`src/rtl/arith_unit_seq.sv`:
```
// Sequential signed arithmetic unit: add, sub, negate in one cycle, iterative
// shift-add multiply in WIDTH cycles, with wrap or saturate on overflow.
module arith_unit_seq #(
  parameter int WIDTH    = 4,
  parameter bit SATURATE = 1'b0
) (
  input  logic             clk,
  input  logic             rst,
  input  logic             in_valid,
  output logic             in_ready,
  input  logic [WIDTH-1:0] A,
  input  logic [WIDTH-1:0] B,
  input  logic [1:0]       sel,
  output logic             out_valid,
  input  logic             out_ready,
  output logic [WIDTH-1:0] Q,
  output logic             overflow,
  output logic             busy,
  output logic             ov_sticky,
  input  logic             ov_clr,
  output logic [1:0]       dbg_state
);

  localparam int PW = 2 * WIDTH;
  localparam int CW = $clog2(WIDTH);
  localparam logic [WIDTH-1:0] MAX_POS = {1'b0, {(WIDTH-1){1'b1}}};
  localparam logic [WIDTH-1:0] MIN_NEG = {1'b1, {(WIDTH-1){1'b0}}};
  localparam logic [PW-1:0]    HALF    = PW'(1) << (WIDTH - 1);

  typedef enum logic [1:0] {
    IDLE = 2'd0,
    MUL  = 2'd1,
    DONE = 2'd2
  } state_t;

  // Handshakes: a transfer happens on a rising edge where valid and ready are
  // both 1. The producer holds its payload stable while valid=1 and ready=0;
  // valid never depends combinationally on ready.

  state_t            state_q, state_d;
  logic [WIDTH-1:0]  q_q, q_d;
  logic              ov_q, ov_d;
  logic              ov_sticky_q, ov_sticky_d;
  logic [PW-1:0]     acc_q, acc_d;
  logic [PW-1:0]     mcand_q, mcand_d;
  logic [WIDTH-1:0]  mplier_q, mplier_d;
  logic              sign_q, sign_d;
  logic [CW-1:0]     count_q, count_d;

  logic [WIDTH:0]    ext_a, ext_b, as_res;
  logic              as_ov;
  logic [WIDTH-1:0]  as_val;
  logic [WIDTH-1:0]  mag_a, mag_b;
  logic [PW-1:0]     acc_step;
  logic [WIDTH-1:0]  prod_lo;
  logic              mul_ov;
  logic [WIDTH-1:0]  mul_val;

  // Add/sub/neg evaluated one bit wider so the exact result is always held.
  always_comb begin
    ext_a  = {A[WIDTH-1], A};
    ext_b  = {B[WIDTH-1], B};
    as_res = '0;
    case (sel)
      2'b00:   as_res = ext_a + ext_b;
      2'b01:   as_res = ext_a - ext_b;
      default: as_res = '0 - ext_a;
    endcase
    as_ov  = as_res[WIDTH] ^ as_res[WIDTH-1];
    as_val = as_res[WIDTH-1:0];
    if (SATURATE && as_ov) begin
      as_val = as_res[WIDTH] ? MIN_NEG : MAX_POS;
    end
  end

  // Magnitudes fit in WIDTH unsigned bits, including |-2^(WIDTH-1)|.
  always_comb begin
    mag_a = A[WIDTH-1] ? (~A + 1'b1) : A;
    mag_b = B[WIDTH-1] ? (~B + 1'b1) : B;
  end

  always_comb begin
    acc_step = mplier_q[0] ? (acc_q + mcand_q) : acc_q;
    prod_lo  = sign_q ? (~acc_step[WIDTH-1:0] + 1'b1) : acc_step[WIDTH-1:0];
    // A negative product may reach magnitude 2^(WIDTH-1); a positive one may not.
    mul_ov   = sign_q ? (acc_step > HALF) : (acc_step >= HALF);
    mul_val  = prod_lo;
    if (SATURATE && mul_ov) begin
      mul_val = sign_q ? MIN_NEG : MAX_POS;
    end
  end

  always_comb begin
    state_d  = state_q;
    q_d      = q_q;
    ov_d     = ov_q;
    acc_d    = acc_q;
    mcand_d  = mcand_q;
    mplier_d = mplier_q;
    sign_d   = sign_q;
    count_d  = count_q;
    case (state_q)
      IDLE: begin
        if (in_valid) begin
          if (sel == 2'b10) begin
            state_d  = MUL;
            acc_d    = '0;
            mcand_d  = PW'(mag_a);
            mplier_d = mag_b;
            sign_d   = A[WIDTH-1] ^ B[WIDTH-1];
            count_d  = '0;
          end else begin
            state_d = DONE;
            q_d     = as_val;
            ov_d    = as_ov;
          end
        end
      end
      MUL: begin
        acc_d    = acc_step;
        mcand_d  = mcand_q << 1;
        mplier_d = mplier_q >> 1;
        count_d  = count_q + CW'(1);
        if (count_q == CW'(WIDTH - 1)) begin
          state_d = DONE;
          q_d     = mul_val;
          ov_d    = mul_ov;
        end
      end
      DONE: begin
        if (out_ready) begin
          state_d = IDLE;
        end
      end
      default: state_d = IDLE;
    endcase
  end

  // A delivered overflow sets the sticky bit even when a clear arrives on the same edge.
  always_comb begin
    ov_sticky_d = (ov_sticky_q & ~ov_clr) | ((state_q == DONE) & out_ready & ov_q);
  end

  always_ff @(posedge clk) begin
    if (rst) begin
      state_q     <= IDLE;
      q_q         <= '0;
      ov_q        <= 1'b0;
      ov_sticky_q <= 1'b0;
      acc_q       <= '0;
      mcand_q     <= '0;
      mplier_q    <= '0;
      sign_q      <= 1'b0;
      count_q     <= '0;
    end else begin
      state_q     <= state_d;
      q_q         <= q_d;
      ov_q        <= ov_d;
      ov_sticky_q <= ov_sticky_d;
      acc_q       <= acc_d;
      mcand_q     <= mcand_d;
      mplier_q    <= mplier_d;
      sign_q      <= sign_d;
      count_q     <= count_d;
    end
  end

  always_comb begin
    in_ready  = (state_q == IDLE) && !rst;
    out_valid = (state_q == DONE);
    busy      = (state_q != IDLE);
    Q         = q_q;
    overflow  = ov_q;
    ov_sticky = ov_sticky_q;
    dbg_state = state_q;
  end

endmodule

```
`config.mk`:
```
export PLATFORM = sky130hd
export DESIGN_NAME = arith_unit_seq
export DESIGN_NICKNAME = d
export VERILOG_FILES = /design/src/rtl/arith_unit_seq.sv
export SDC_FILE = /design/constraint.sdc
export NUM_CORES = 1
export LEC_CHECK = 0
export CAP_MARGIN = 20
export CORE_ASPECT_RATIO = 1.75
export CORE_UTILIZATION = 35
export CTS_BUF_LIST = sky130_fd_sc_hd__clkbuf_4
export DETAILED_ROUTE_END_ITERATION = 8
export SYNTH_ARGS = -nofsm -noshare
export SYNTH_HDL_FRONTEND = slang
export SYNTH_SLANG_ARGS = --single-unit
```
`constraint.sdc`:
```
create_clock -name clk -period 2.95 [get_ports clk]
set_clock_uncertainty 0.2 [all_clocks]
set_input_delay 0.59 -clock clk [delete_from_list [all_inputs] [get_ports clk]]
set_output_delay 0.59 -clock clk [all_outputs]
set_load 0.01 [all_outputs]
```
==> run metrics <==
Pre-antenna DRT Iters 4; reg2reg path depth 11; core area 5970 um2; area of the multi-input gates 1480 um2; Req. time, crit path 3.01 ns; worst vdd ir 0.270 mV; YS warnings 0; CP Cell Sequence clkdlybuf4s15_1, inv_2, ha_4, mux2_4, buf_4, fa_1, inv_1, a21o_1, a21oi_2, xnor3_1, o211a_1, nor4_2; Yosys top cell area share 0.282; Worst Path Arrival 2.95 ns; DRT antenna net count 0; first-pass GRT wire length 9190 um; total track usage 0.186; critical path's slowest cell fa_1; Routed WL 5540 um; Design Power 0.00109 W; placed insts 385; crit start category input port; # fillers 600; htree depth 2; CP Max Fanout 2; Worst Hold Depth 2; register bit total from synthesis 31; Syn-to-layout area delta 26.8%; Worst Tran Pin Value 0.642 ns; setup TNS 0 ns; Non-Filler Instances 398; CTS root buf clkbuf_4; sequential area share after synthesis 0.282; grt ovf 0; die area 6610 um2; final-report hold violation count 0; CTS tree done; Top-Level Pins 26; DR iter-0 viols 52; die width 61.9 um; Die Ht 107 um; total number of vias 2,050; DRC 0; area leader, netlist dfxtp_1; Synth area leaders dfxtp_1 (28%), ha_1 (9.7%), nor2_1 (5.6%), a21oi_1 (4.8%), xnor2_1 (4.4%); Hold Crit Class flop to flop; critical path class input port to flop; Max stage delay on crit path 0.40 ns; worst skew pair latency 0.34 ns; clock-pin slew on the worst setup and hold paths 0.09 ns; gpl congestion 0.853; row count 37; TritonCTS Sinks 31; Final Critical Period 2.89 ns; Initial Utilization 0.368; Synth Instances 275; run status finished clean; CTS max path bufs 2; routed len/inst 13.9 um; Max Clk Rate 346 MHz; Worst slew margin 0.572; Worst setup EP type flop; Setup violations, final 0; max-slew violations 0; layout net count 352; sequential cell area 621 um2; Leak Pwr 1.15 nW; cts hold-fix bufs 0; fin crit share 0.979; max_cap viols 0; syn nets 309; pin count of the biggest net entering global routing 32; fraction of layout cells with a size suffix above 1 0.160; synthesized area per cell 7.99 um2; worst hold slack 0.264 ns; number of global-route vias before repair 1,992; Power Dens Cells 390 nW/um2; Synth cell types 39; vias per cell 5.15; Post-Syn Area 2200 um2; initial antenna violation count 1; DPL Wire Length 4230 um; number of I/O port buffers 25; TritonCTS Buffers 5
-- synthesized netlist by cell type (all sizes together) --
library cell / n
a211oi: 9
a21o: 4
a21oi: 22
a22oi: 10
a311oi: 3
a31oi: 1
a32oi: 4
buf: 5
clkbuf: 11
dfxtp: 31
fa: 2
ha: 17
inv: 19
mux2: 3
mux2i: 5
nand2: 23
nand2b: 4
nand3: 5
nor2: 33
nor2b: 9
nor3: 7
nor4: 1
o211a: 1
o211ai: 10
o21a: 1
o21ai: 9
o311ai: 1
o31a: 1
o31ai: 2
or2: 3
or3: 1
xnor2: 11
xnor3: 1
xor2: 6
-- report_power, final --
group / internal [W] / leakage [nW] / switching [W] / total, W
Sequential: 0.000441 / 0.252 / 0.0000216 / 0.000463
Clock: 0.000111 / 0.0361 / 0.000151 / 0.000262
Combinational: 0.000183 / 0.859 / 0.000178 / 0.000361
Total: 0.000735 / 1.15 / 0.000350 / 0.00109
-- placed cells by master (no fill, tap or decap), types with 2 or more instances in the layout --
master            n
fa_1              2
o211ai_1         10
inv_2             3
o21ai_1           5
ha_1             16
nand2_1          23
or2_1             3
a21o_1            4
mux2i_1           5
nor3_1            5
o21ai_0           4
nor2b_1           8
dfxtp_1          31
nor3_2            2
xor2_1            5
a32oi_1           4
nand2b_1          4
mux2_2            2
a21oi_2           2
clkdlybuf4s15_1   2
nor2_1           33
clkbuf_4          7
dlygate4sd2_1     2
xnor2_1          11
a311oi_1          3
inv_1            16
a21oi_1          19
clkdlybuf4s50_1  21
a22oi_1          10
buf_4            26
a211oi_1          9
nand3_1           5
-- critical path: cells and delay by family --
kind | cells | cell delay [ns]
mux | 1 | 0.28
simple gates | 1 | 0.22
fa+ha+maj | 2 | 0.63
compound gates | 3 | 0.40
buf+inv | 4 | 0.48
xor+xnor | 1 | 0.34
-- cells by family after synthesis --
kind of cell               count (synthesis)  synth area share
and+or+nand+nor                           86             0.183
AOI/OAI and AO/OA                         78             0.241
DFF                                       31             0.282
adders and majority gates                 19             0.115
muxes                                      8            0.0382
buffers and inverters                     35            0.0626
xor gates and xnor gates                  18            0.0780
-- state kept, by name, indices dropped and copies added (netlist names) --
signal,cells
acc_q,8
mcand_q,8
count_q,2
mplier_q,4
overflow,1
dbg_state,2
Q,4
sign_q,1
ov_sticky,1
-- area by class of cell --
cell class	instances	area share
clock buffers	7	0.0189
inverters	19	0.0256
diodes	1	0.000898
flip-flops and latches	31	0.223
repair buffers	52	0.163
well taps	78	0.0350
clock inverters	1	0.00180
multi-input cells	209	0.532
-- layer usage --
metal,global-route usage,wire (um),vias up
met4,0.106,210,0
li1,-,-,1058
met3,0.0265,161,15
met1,0.212,2260,930
met5,0,0,-
met2,0.315,2910,47
-- metrics by stage --
step	setup slack, ns	utilization	area, um2
CTS	0.0101	0.460	2750
floorplan	0.0855	-	2200
global placement	-0.511	0.444	2650
detailed placement	-0.528	0.444	2650
global route	-0.00923	0.467	2790
finish	0.0611	0.467	2790
-- what timing repair did --
action,in CTS,in global routing
gates resized for setup,13,4
buffers inserted,2,2
pin swaps,8,4
setup endpoints to repair,2,1
-- worst paths after layout --
check                endpoint  slack [ns]   startpoint
setup / recovery     overflow        0.06         B[1]
hold / removal    mplier_q[2]        0.26  mplier_q[2]
setup reg to reg     overflow        0.29     acc_q[0]
hold reg to reg   mplier_q[2]        0.26  mplier_q[2]
No activity file was read; power rests on OpenSTA's default activity.
